`src/rtl/rom_loader.sv`:
```
// rom_loader: streams a Hack program into the instruction ROM.
// Byte pairs (high byte first) are assembled into 16-bit words and written to
// consecutive ROM addresses starting at 0. The CPU is held in reset while the
// load runs, and a 16-bit running checksum of the written words is kept.
module rom_loader #(
  parameter int ADDR_WIDTH = 15
) (
  input  logic                  clock,
  input  logic                  reset,
  input  logic                  start,
  input  logic [ADDR_WIDTH:0]   len,
  input  logic [7:0]            byte_in,
  input  logic                  byte_valid,
  output logic                  byte_ready,
  output logic                  rom_we,
  output logic [ADDR_WIDTH-1:0] rom_addr,
  output logic [15:0]           rom_data,
  output logic                  cpu_reset,
  output logic                  busy,
  output logic                  done,
  output logic [15:0]           checksum
);

  localparam logic [2:0] S_IDLE  = 3'd0;
  localparam logic [2:0] S_HI    = 3'd1;
  localparam logic [2:0] S_LO    = 3'd2;
  localparam logic [2:0] S_WRITE = 3'd3;
  localparam logic [2:0] S_DONE  = 3'd4;

  // Largest legal load: the whole ROM, 2^ADDR_WIDTH words.
  localparam logic [ADDR_WIDTH:0] MAX_LEN = {1'b1, {ADDR_WIDTH{1'b0}}};

  logic [2:0]          state_q;
  logic [ADDR_WIDTH:0] len_q;
  logic [ADDR_WIDTH:0] count_q;
  logic [ADDR_WIDTH:0] count_inc;
  logic [7:0]          hi_q;

  // Words written once the word currently in WRITE is committed.
  assign count_inc = count_q + 1'b1;

  // Moore outputs decoded from the state register only.
  assign byte_ready = (state_q == S_HI) || (state_q == S_LO);
  assign rom_we     = (state_q == S_WRITE);
  assign done       = (state_q == S_DONE);
  assign cpu_reset  = (state_q != S_IDLE);

  // Load sequencer: word assembly, address/count stepping and checksum.
  always_ff @(posedge clock) begin
    // NOTE: every register here is sequential state, so all updates use <=;
    // data registers are reset too, so the ROM port shows 0 after reset and a
    // half-assembled word can never leak into a later write.
    if (reset) begin
      state_q  <= S_IDLE;
      len_q    <= '0;
      count_q  <= '0;
      hi_q     <= '0;
      rom_addr <= '0;
      rom_data <= '0;
      checksum <= '0;
      busy     <= 1'b0;
    end else begin
      case (state_q)
        S_IDLE: begin
          if (start) begin
            if (len != '0) begin
              len_q    <= (len > MAX_LEN) ? MAX_LEN : len;
              count_q  <= '0;
              rom_addr <= '0;
              checksum <= '0;
              busy     <= 1'b1;
              state_q  <= S_HI;
            end else begin
              // Empty program: pulse done without ever looking busy.
              state_q <= S_DONE;
            end
          end
        end
        S_HI: begin
          if (byte_valid) begin
            hi_q    <= byte_in;
            state_q <= S_LO;
          end
        end
        S_LO: begin
          if (byte_valid) begin
            rom_data <= {hi_q, byte_in};
            state_q  <= S_WRITE;
          end
        end
        S_WRITE: begin
          checksum <= checksum + rom_data;
          count_q  <= count_inc;
          if (count_inc == len_q) begin
            // Address is left on the last written word; it never wraps.
            state_q <= S_DONE;
          end else begin
            rom_addr <= rom_addr + 1'b1;
            state_q  <= S_HI;
          end
        end
        S_DONE: begin
          busy    <= 1'b0;
          state_q <= S_IDLE;
        end
        default: begin
          busy    <= 1'b0;
          state_q <= S_IDLE;
        end
      endcase
    end
  end

endmodule
```
`config.mk`:
```
export PLATFORM = sky130hd
export DESIGN_NAME = rom_loader
export DESIGN_NICKNAME = d
export VERILOG_FILES = /design/src/rtl/rom_loader.sv
export SDC_FILE = /design/constraint.sdc
export NUM_CORES = 1
export LEC_CHECK = 0
export BUFFER_PORTS_ARGS = -buffer_cell sky130_fd_sc_hd__clkbuf_2
export CORE_UTILIZATION = 35
export DETAILED_ROUTE_END_ITERATION = 12
export PLACE_DENSITY = 0.54
export SETUP_SLACK_MARGIN = 0.2
export SYNTH_ARGS = -nofsm -noshare
export SYNTH_HDL_FRONTEND = slang
export SYNTH_SLANG_ARGS = --single-unit
```
`constraint.sdc`:
```
create_clock -name clock -period 6.2 [get_ports clock]
set_clock_uncertainty 0.1 [all_clocks]
set_input_delay 1.24 -clock clock [delete_from_list [all_inputs] [get_ports clock]]
set_output_delay 1.24 -clock clock [all_outputs]
set_load 0.01 [all_outputs]
```
Yosys cells after proc, flatten, opt, wreduce, memory -nomap -nowiden
Index checks and enable logic that the tools add are counted.
{ "word_totals": {"reg_bits": 91, "latch_bits": 0, "mem_bits_rw": 0, "mem_bits_ro": 0, "input_bits": 28, "output_inout_bits": 52, "wordCells": 54, "mem_count": 0} }
{ "op_classes": {"n_addsub": 3, "mul": 0, "div": 0, "magnitude_cmp": 1, "n_eq_ne": 10, "n_shift": 0, "muxes": 18, "n_bitwise": 1, "reduce_logical": 13} }
{ "ops": {"columns": ["cell", "count"], "rows": [
  ["one-hot mux 16 bit (2 select lines)", 2],
  ["2-to-1 mux 16 bit", 3],
  ["2-to-1 mux 15 bit", 3],
  ["one-hot mux 15 bit (2 select lines)", 1],
  ["adder 16 x 1 -> 16 bit (second input constant)", 1],
  ["adder 16 bit", 1],
  ["== test 16 bit", 1],
  ["greater-than comparator 16 bit (second input constant)", 1],
  ["nonzero test 16 bit", 1],
  ["adder 15 x 1 -> 15 bit (second input constant)", 1],
  ["2-to-1 mux 3 bit", 5],
  ["one-hot mux 3 bit (4 select lines)", 1],
  ["AND reduction 3 bit", 4],
  ["!= test 2 bit (second input constant)", 5],
  ["== test 3 x 2 -> 1 bit (second input constant)", 2],
  ["AND reduction 2 bit", 2],
  ["AND reduction 4 bit", 1],
  ["== test 3 x 1 -> 1 bit (second input constant)", 1],
  ["== test 3 bit (second input constant)", 1],
  ["zero test 3 bit", 1],
  ["nonzero test 3 bit", 1],
  ["OR reduction 3 bit", 1],
  ["2-to-1 mux 1 bit", 2],
  ["one-hot mux 1 bit (2 select lines)", 1],
  ["3 further kinds", 3]
]} }

Depth between registers and ports, before layout
Gate-level depths: netlist of run 1.
{ "logic_depth": {"ltp_word": 4, "mapped_depth": 11, "mapped_depth_nobuf": 10} }

Worst setup path after synthesis of run 1
No wires, ideal clock.
{ "synth_timing": {"path_type": "input -> register", "start": "in len[4]", "end": "reg rom_addr[5]", "setup_time_ps": 59, "arrival_time_ps": 3180, "required_ps": 6041, "setup_slack_ps": 2861, "stages": 9, "n_path_buf": 1, "path_cell_list": "or4_1 -> nor2_1 -> nand3_1 -> nor2_1 -> nor3b_1 -> or2_1 -> clkbuf_1 -> or4_1 -> nand2_1"} }
{ "synth_between": {"elab_chain_cells": 3} }
{ "synth_lines": {"columns": ["item", "line", "rtl"], "rows": [
  ["start: declaration", "11", "input logic [ADDR_WIDTH:0] len,"],
  ["nonzero test 16 bit", "66", "if (len != '0) begin"],
  ["!= test 2 bit (no source line)", null, null],
  ["AND reduction 4 bit (no source line)", null, null],
  ["end signal: assignment", "98", "rom_addr <= rom_addr + 1'b1;"],
  ["end: declaration", "16", "output logic [ADDR_WIDTH-1:0] rom_addr,"]
]} }
No other way between the ends.
A chain may end at the register's enable or synchronous reset.

Worst setup path in the final report of run 1
{ "layout_timing": {"start": "reg count_q[0]", "end": "reg rom_addr[13]"} }
{ "layout_between": {"elab_chain_cells": 4} }
{ "layout_lines": {"columns": ["item", "line", "rtl"], "rows": [
  ["start: declaration", "35", "logic [ADDR_WIDTH:0] count_q;"],
  ["start signal: assignment", "93", "count_q <= count_inc;"],
  ["adder 16 x 1 -> 16 bit", "40", "assign count_inc = count_q + 1'b1;"],
  ["== test 16 bit", "94", "if (count_inc == len_q) begin"],
  ["!= test 2 bit (no source line)", null, null],
  ["AND reduction 4 bit (no source line)", null, null]
]} }
No other way between the ends.

==> results.toml, run 1 <==
[grt]
grt_max_degree = 85
grt_pass1_wl_um = 21100
track_usage_pct = 18.4
grt_pass1_vias = 4241
overflow = 0
antenna_found_initial = 0

[critical_path]
cp-start-kind = "flip-flop"
crit_fanout = 24
critPathKind = "reg -> reg"
crit_required_ns = 6.31
cp-end-kind = "flip-flop"
arrival_ns = 3.76

[clock_tree]
post_cts_resized = 0
post_cts_buffers = 0
cts.sinks = 91
cts_buffer_depth = 2
hold_buffers = 0
cts_buffers = 9
cts_tree = "built"
clk_pin_slew_ns = 0.06
clock_latency_ns = 0.35
htreeDepth = 3
clock-root-buffer = "clkbuf_16"

[layout]
drive_above_1_share_pct = 16.4
antenna_cells = 0
nets = 707
areaGrowthSynthToFinish_pct = 15.9
final_util_pct = 42.2

[synthesis]
ys_warn_count = 0
synth_edf_count = 0
yosys-top-cells-count = "dfxtp_1, nand2_1, a21oi_1"
netlist_instances = 603
synthFlopType = "dfxtp_1"
synthTopCellsByArea = "dfxtp_1, a21oi_1, nand2_1"
syn_area_um2 = 4890
synth_area_leader_cell = "dfxtp_1"
yosysMostFrequentCell = "dfxtp_1"
syn-num-nets = 649
ys_ff_latch = 91
postSynthAreaPerCell_um2 = 8.12
synth_top_area_share_pct = 37.2
seq_area_frac_synth_pct = 37.2
synthArstFlopShare_pct = 0
ys_types = 62

[pwr]
powerDensity_nw_per_um2 = 242
peakVddDrop_mv = 0.116
leakagePower_nw = 2.16

[detailed_routing]
wl_per_cell_um = 15.5
drcViolationCount = 0
wl_met1_um = 6160
vias = 4608
routed_wl_um = 13000
wl_met3_um = 581
drtPass1Iterations = 4
drt_iter0_drc = 210
viasPerCell = 5.49
drtAntennaViolNets = 0
routed.top_layer = "met4"
met2_length_um = 6140

[run_status]
status = "completed"

[floorplan]
fp.dieH_um = 120
initial_core_util_pct = 36.4
design.core.area_um2 = 13500
die_w_um = 120
io_pins = 80
num_rows = 42
die_area_um2 = 14500

[timing]
rsz0062_at_grt = "no"
slew_headroom_pct = 22.0
min_period_ns = 3.66
finalMaxSlewViolations = 0
fin_setup_tns_ns = 0
tightest_slew_ns = 1.16
hold_violations = 0
period_share_pct = 59.0
fmax_ghz = 0.274
whs_ns = 0.353
setup_viol = 0

[placement]
gp_congestion = 0.793
numPortBuffers = 79
dp_hpwl_um = 9320

[worst_hold_path]
hold_path_class = "reg -> reg"

[job]
maxCapViolations = 0
[flip-flops by register name, summed over array words and instances, names as in the netlist]
signal / cells
checksum: 16
busy: 1
len_q: 16
hi_q: 8
rom_data: 16
rom_addr: 15
count_q: 16
state_q: 3
[cells by family (layout without fill, tap and decap cells)]
| family | after synthesis | after routing | share of synthesized area (%) |
|---|---|---|---|
| compound gates | 150 | 150 | 19.5 |
| xor+xnor | 36 | 36 | 6.75 |
| fa+ha+maj | 18 | 18 | 4.75 |
| buf+inv | 46 | 106 | 4.14 |
| flops | 91 | 91 | 37.2 |
| mux | 12 | 12 | 2.45 |
| simple gates | 250 | 250 | 25.2 |
[cell type report]
type / count / area [µm²]
Clock inverter: 2 / 37.5
Clock buffer: 11 / 253
Timing Repair Buffer: 84 / 433
Multi-Input combinational cell: 466 / 2880
Tap cell: 176 / 220
Inverter: 9 / 33.8
Sequential cell: 91 / 1820
Fill cell: 1421 / 7780
[layer usage]
layer  vias to the layer above  track usage, %
met4                         0            6.02
li1                       2288               -
met3                        11            3.73
met2                       104            29.4
met5                         -               0
met1                      2205            24.6
[cells in the final DEF (no fill, tap or decap), types with 3 or more instances in the layout]
| master | n |
|---|---|
| xnor2_1 | 25 |
| ha_1 | 17 |
| nor3_1 | 18 |
| a211oi_1 | 4 |
| nand2_1 | 79 |
| o21bai_1 | 6 |
| clkbuf_16 | 9 |
| o31ai_1 | 5 |
| or4_1 | 12 |
| and3_1 | 7 |
| a31oi_1 | 7 |
| a22oi_1 | 16 |
| inv_1 | 9 |
| mux2i_1 | 12 |
| clkbuf_2 | 79 |
| dfxtp_1 | 91 |
| a311oi_1 | 4 |
| nor2_1 | 60 |
| nand4_1 | 6 |
| o211ai_1 | 6 |
| nor2b_1 | 3 |
| a21oi_1 | 62 |
| or2_2 | 3 |
| or3_1 | 9 |
| nand3_1 | 24 |
| o41ai_1 | 3 |
| buf_4 | 5 |
| nand3b_1 | 8 |
| xor2_1 | 10 |
| o21ai_0 | 18 |
| nand2b_1 | 4 |
[power breakdown]
part           switching (mW)  internal, mW
logic                   0.135        0.0684
registers              0.0189         0.604
clock network           0.219         0.328
[stage by stage]
step	worst slack (ns)	instance area, µm²	total power [mW]	instances
2_1_floorplan	2.86	4890	0.771	603
3_3_place_gp	2.38	5380	0.838	826
3_5_place_dp	2.32	5380	0.841	826
4_1_cts	2.55	5670	1.39	839
5_1_grt	2.20	5670	1.44	839
6_report	2.54	5670	1.37	839
[final timing paths]
path	startpoint	endpoint	slack, ns	cells after the start
max reg2reg	count_q[0]$_SDFFE_PP0P_	rom_addr[13]$_SDFFE_PP0P_	2.54	9
max	count_q[0]$_SDFFE_PP0P_	rom_addr[13]$_SDFFE_PP0P_	2.54	9
min	hi_q[4]$_SDFFE_PP0P_	rom_data[12]$_SDFFE_PP0P_	0.35	2
min reg2reg	hi_q[4]$_SDFFE_PP0P_	rom_data[12]$_SDFFE_PP0P_	0.35	2
[critical path, cell delays in order, from the launching register on]
cell,delay [ns]
dfxtp_1,0.45
ha_1,0.31
nand4_1,0.24
or3_1,0.38
a2111oi_1,0.40
o21a_1,0.19
a31oi_1,0.09
nor4_4,0.99
nor4b_1,0.19
mux2i_1,0.18
Note: power is estimated with default switching activity, not from simulation.
==> run 2, diff against run 1 <==
clock period = 3.65 ns   (was 6.2 ns; I/O delays follow)
==> results.toml, run 2 (synthesis gave the netlist of run 1 again) <==
[run_status]
status = "completed"

[worst_hold_path]
hold_path_class = "reg -> reg"
min_to = "rom_data[8]$_SDFFE_PP0P_"
min_path_cells = 2
worstHoldStart = "hi_q[0]$_SDFFE_PP0P_"

[timing]
finalMaxSlewViolations = 0
rsz0062_at_grt = "no"
min_period_ns = 3.12
setup_viol = 0
fin_setup_tns_ns = 0
tightest_slew_ns = 0.915
period_share_pct = 85.4
fmax_ghz = 0.321
slew_headroom_pct = 38.8
hold_violations = 0

[placement]
gp_congestion = 0.822
numPortBuffers = 79
dp_hpwl_um = 9580

[clock_tree]
clock_latency_ns = 0.34
clk_pin_slew_ns = 0.06
clock-root-buffer = "clkbuf_16"
cts_tree = "built"
cts.sinks = 91
cts_buffers = 9
hold_buffers = 0
cts_buffer_depth = 2
htreeDepth = 3

[layout]
seq_area_um2 = 1820
antenna_cells = 0
fillCellCount = 1423
areaGrowthSynthToFinish_pct = 17.4
drive_above_1_share_pct = 17.4
multi_input_area_um2 = 2880
mostFrequentLayoutCells = "dfxtp_1, nand2_1, clkbuf_2"
final_common_cell = "dfxtp_1"
nets = 714

[critical_path]
critPathKind = "reg -> reg"
arrival_ns = 3.28
crit_slowest_cell = "a2111oi_1"
rr_startpoint = "rom_data[1]$_SDFFE_PP0P_"
cpLargestDelayFamily = "compound AO/OA/AOI/OAI gates"
cp-end-kind = "flip-flop"
max_stage_delay_ns = 0.54
r2r_cells = 9
crit_fanout = 4
crit_chain = "ha_1 > a211oi_1 > o21ai_0 > a2111oi_1 > o31ai_1 > o41ai_1 > xor2_1 > or3_1 > a31oi_1"
critPathLaunch = "rom_data[1]$_SDFFE_PP0P_"
cp_num_buf_inv = 0
r2r-end = "checksum[15]$_SDFFE_PP0P_"
rrSetupSlack_ns = 0.53
cp-start-kind = "flip-flop"
crit_required_ns = 3.82

[floorplan]
initial_core_util_pct = 36.4
die_w_um = 120
design.core.area_um2 = 13500
num_rows = 42
fp.dieH_um = 120
io_pins = 80
die_area_um2 = 14500

[detailed_routing]
routed_wl_um = 13100
drcViolationCount = 0
drtPass1Iterations = 4
viasPerCell = 5.45
wl_per_cell_um = 15.4
drtAntennaViolNets = 0
drt_iter0_drc = 212
vias = 4626

[grt]
track_usage_pct = 18.7
antenna_found_initial = 0
overflow = 0
grt_max_degree = 34
grt_pass1_wl_um = 21600
grt_pass1_vias = 4377

[pwr]
powerDensity_nw_per_um2 = 413
power.total_mw = 2.37
peakVddDrop_mv = 0.241
leakagePower_nw = 2.20

[job]
maxCapViolations = 0
-- run 2: cell count changes in the layout (fill, tap and decap cells not counted), sizes merged --
cell | previous run | this run
clkbuf | 90 | 92
clkinv | 0 | 1
buf | 5 | 12
-- run 2: worst max path at each step --
stage / endpoint / cells after the start
after CTS: checksum[15]$_SDFFE_PP0P_ / 9
final: checksum[15]$_SDFFE_PP0P_ / 9
after floorplan: rom_addr[5]$_SDFFE_PP0P_ / 9
after global placement: checksum[15]$_SDFFE_PP0P_ / 9
after global routing: checksum[15]$_SDFFE_PP0P_ / 9
after detailed placement: checksum[15]$_SDFFE_PP0P_ / 9
-- run 2: metrics by stage --
stage	hold WS (ns)	area (µm²)	utilization, %	cells	worst slack (ns)
finish	0.350	5740	42.7	849	0.534
floorplan	0.331	4890	-	603	0.821
CTS	0.352	5740	42.7	849	0.368
detailed placement	0.343	5440	40.4	833	0.408
global route	0.372	5740	42.7	849	0.221
global placement	0.337	5440	40.4	833	0.527
-- run 2: final cells by class --
class                   count  share of cell area (%)
well taps                 176                    3.83
clock buffers              13                    4.53
inverters                   9                   0.588
multi-input cells         466                    50.1
clock inverters             3                   0.806
repair buffers             91                    8.45
flip-flops and latches     91                    31.7
-- run 2: report_power, final --
part	switching, mW	internal, mW
registers	0.0308	1.03
logic	0.234	0.126
clock network	0.384	0.570
-- run 2: worst reg2reg max path, delay by kind of cell (launching register included) --
kind / cells / cell delay (ns)
AOI/OAI and AO/OA: 6 / 1.79
DFF: 1 / 0.42
and+or+nand+nor: 1 / 0.32
adders and majority gates: 1 / 0.28
xor gates and xnor gates: 1 / 0.14
-- run 2: layer usage --
layer | share of wire [%] | up-vias | track usage [%]
met1 | 48 | 2196 | 25.0
met4 | 1.8 | 0 | 7.18
met5 | 0 | - | 0
met2 | 47 | 108 | 30.2
met3 | 3.3 | 20 | 3.16
li1 | - | 2302 | -
-- run 2: what timing repair did --
item / in CTS / in global routing
gates resized for setup: 0 / 1
setup buffers: 0 / 0
hold endpoints to repair: 0 / 0
endpoints found under the setup margin: 0 / 1
==> run 3, diff against run 2 <==
CORE_MARGIN = 4   (was default)
PLACE_DENSITY = 0.56   (was 0.54)
clock period = 2.6 ns   (was 3.65 ns; I/O delays follow)
==> results.toml, run 3 (synthesis gave the netlist of run 1 again) <==
[grt]
grt_pass1_vias = 4921
overflow = 0
antenna_found_initial = 0
grt_pass1_wl_um = 23800
track_usage_pct = 18.1
grt_max_degree = 44

[detailed_routing]
wl_per_cell_um = 15.7
drcViolationCount = 0
vias = 4984
drtPass1Iterations = 4
routed_wl_um = 14700
drt_iter0_drc = 199
viasPerCell = 5.33
drtAntennaViolNets = 0

[critical_path]
cp_num_buf_inv = 2
r2r-end = "rom_addr[1]$_SDFFE_PP0P_"
crit_slowest_cell = "dfxtp_4"
arrival_ns = 2.79
crit_required_ns = 2.77
setup.worst_path.end = "rom_addr[1]$_SDFFE_PP0P_"
cp-end-kind = "flip-flop"
cpLargestDelayFamily = "simple AND/OR/NAND/NOR gates"
max_stage_delay_ns = 0.38
crit_fanout = 6
cp-start-kind = "flip-flop"
rrSetupSlack_ns = -0.03
critPathKind = "reg -> reg"
crit_cells = 11
critPathLaunch = "count_q[0]$_SDFFE_PP0P_"
r2r_cells = 11
crit_chain = "ha_4 > nand4_1 > or3_1 > a2111oi_2 > o21a_1 > a31oi_2 > nor4_4 > buf_6 > clkbuf_16 > nor2_4 > o32ai_2"
rr_startpoint = "count_q[0]$_SDFFE_PP0P_"

[placement]
numPortBuffers = 79
gp_congestion = 0.823
dpl_cell_area_um2 = 6080
pre_cts_ws_ns = -0.212
place_inst = 910
dp_hpwl_um = 10500

[timing]
fmax_ghz = 0.381
hold_violations = 0
whs_ns = 0.308
rsz0062_at_grt = "yes"
slew_headroom_pct = 59.0
period_share_pct = 101
setup_viol = 4
fin_setup_tns_ns = -0.0646
tightest_slew_ns = 0.615
fin_ws_ns = -0.0278
min_period_ns = 2.63
finalMaxSlewViolations = 0

[clock_tree]
cts_tree = "built"
cts_buffers = 9
htreeDepth = 3
hold_buffers = 0
clock_latency_ns = 0.36
clk_pin_slew_ns = 0.07
cts.sinks = 91
clock-root-buffer = "clkbuf_16"
cts_buffer_depth = 2

[run_status]
status = "complete, but fails checks"
violations = "setup timing"

[layout]
final_common_cell = "buf_4"
final_util_pct = 49.8
nets = 800
antenna_cells = 0
final_cells = 935
fin_area_um2 = 6700
seq_area_um2 = 1840
mostFrequentLayoutCells = "buf_4, clkbuf_2, nand2_1"
drive_above_1_share_pct = 33.7
fillCellCount = 1369
areaGrowthSynthToFinish_pct = 37.0
multi_input_area_um2 = 3110

[floorplan]
die_area_um2 = 15900
io_pins = 80
fp.dieH_um = 126
design.core.area_um2 = 13500
die_w_um = 126
initial_core_util_pct = 36.4
num_rows = 42

[pwr]
peakVddDrop_mv = 0.288
power.total_mw = 3.43
powerDensity_nw_per_um2 = 511
leakagePower_nw = 2.72

[job]
maxCapViolations = 0

[worst_hold_path]
hold_path_class = "in -> reg"
min_path_cells = 3
run 3: layout make-up:
class / instances / share of cell area, %
multi-input combinational: 466 / 46.4
sequential: 91 / 27.5
timing repair buffer: 177 / 18.0
clock buffer: 11 / 3.62
tap: 176 / 3.28
clock inverter: 5 / 0.784
inverter: 9 / 0.504
run 3: worst reg2reg max path, cell delays in order, from the launching register on:
cell and delay [ns]:
dfxtp_4 0.38, ha_4 0.16, nand4_1 0.16, or3_1 0.37
a2111oi_2 0.30, o21a_1 0.17, a31oi_2 0.06, nor4_4 0.31
buf_6 0.17, clkbuf_16 0.15, nor2_4 0.04, o32ai_2 0.19
run 3: worst min path at each step:
| stage | start | endpoint | slack, ns |
|---|---|---|---|
| 2_1_floorplan | hi_q[2]$_SDFFE_PP0P_ | rom_data[10]$_SDFFE_PP0P_ | 0.33 |
| 3_3_place_gp | hi_q[0]$_SDFFE_PP0P_ | rom_data[8]$_SDFFE_PP0P_ | 0.34 |
| 3_5_place_dp | hi_q[3]$_SDFFE_PP0P_ | rom_data[11]$_SDFFE_PP0P_ | 0.34 |
| 4_1_cts | byte_in[7] | rom_data[7]$_SDFFE_PP0P_ | 0.30 |
| 5_1_grt | byte_in[7] | rom_data[7]$_SDFFE_PP0P_ | 0.32 |
| 6_report | byte_in[7] | rom_data[7]$_SDFFE_PP0P_ | 0.31 |
run 3: what timing repair did:
item / in CTS / in global routing
pin swaps: 16 / 30
gates cloned: 0 / 2
gates resized for setup: 21 / 36
setup endpoints to repair: 21 / 31
buffers inserted: 4 / 3
run 3: power by group:
group	switching (mW)	internal, mW
clock	0.579	0.767
sequential	0.0428	1.44
combinational	0.358	0.239
total	0.980	2.45
run 3: per-layer routing:
layer	routed length [µm]	share of wire, %	vias up	global-route usage (%)
met5	0	0	-	0
met4	318	2.2	0	6.81
met3	554	3.8	26	3.43
met2	7060	48	93	30.9
met1	6740	46	2396	22.7
li1	-	-	2469	-
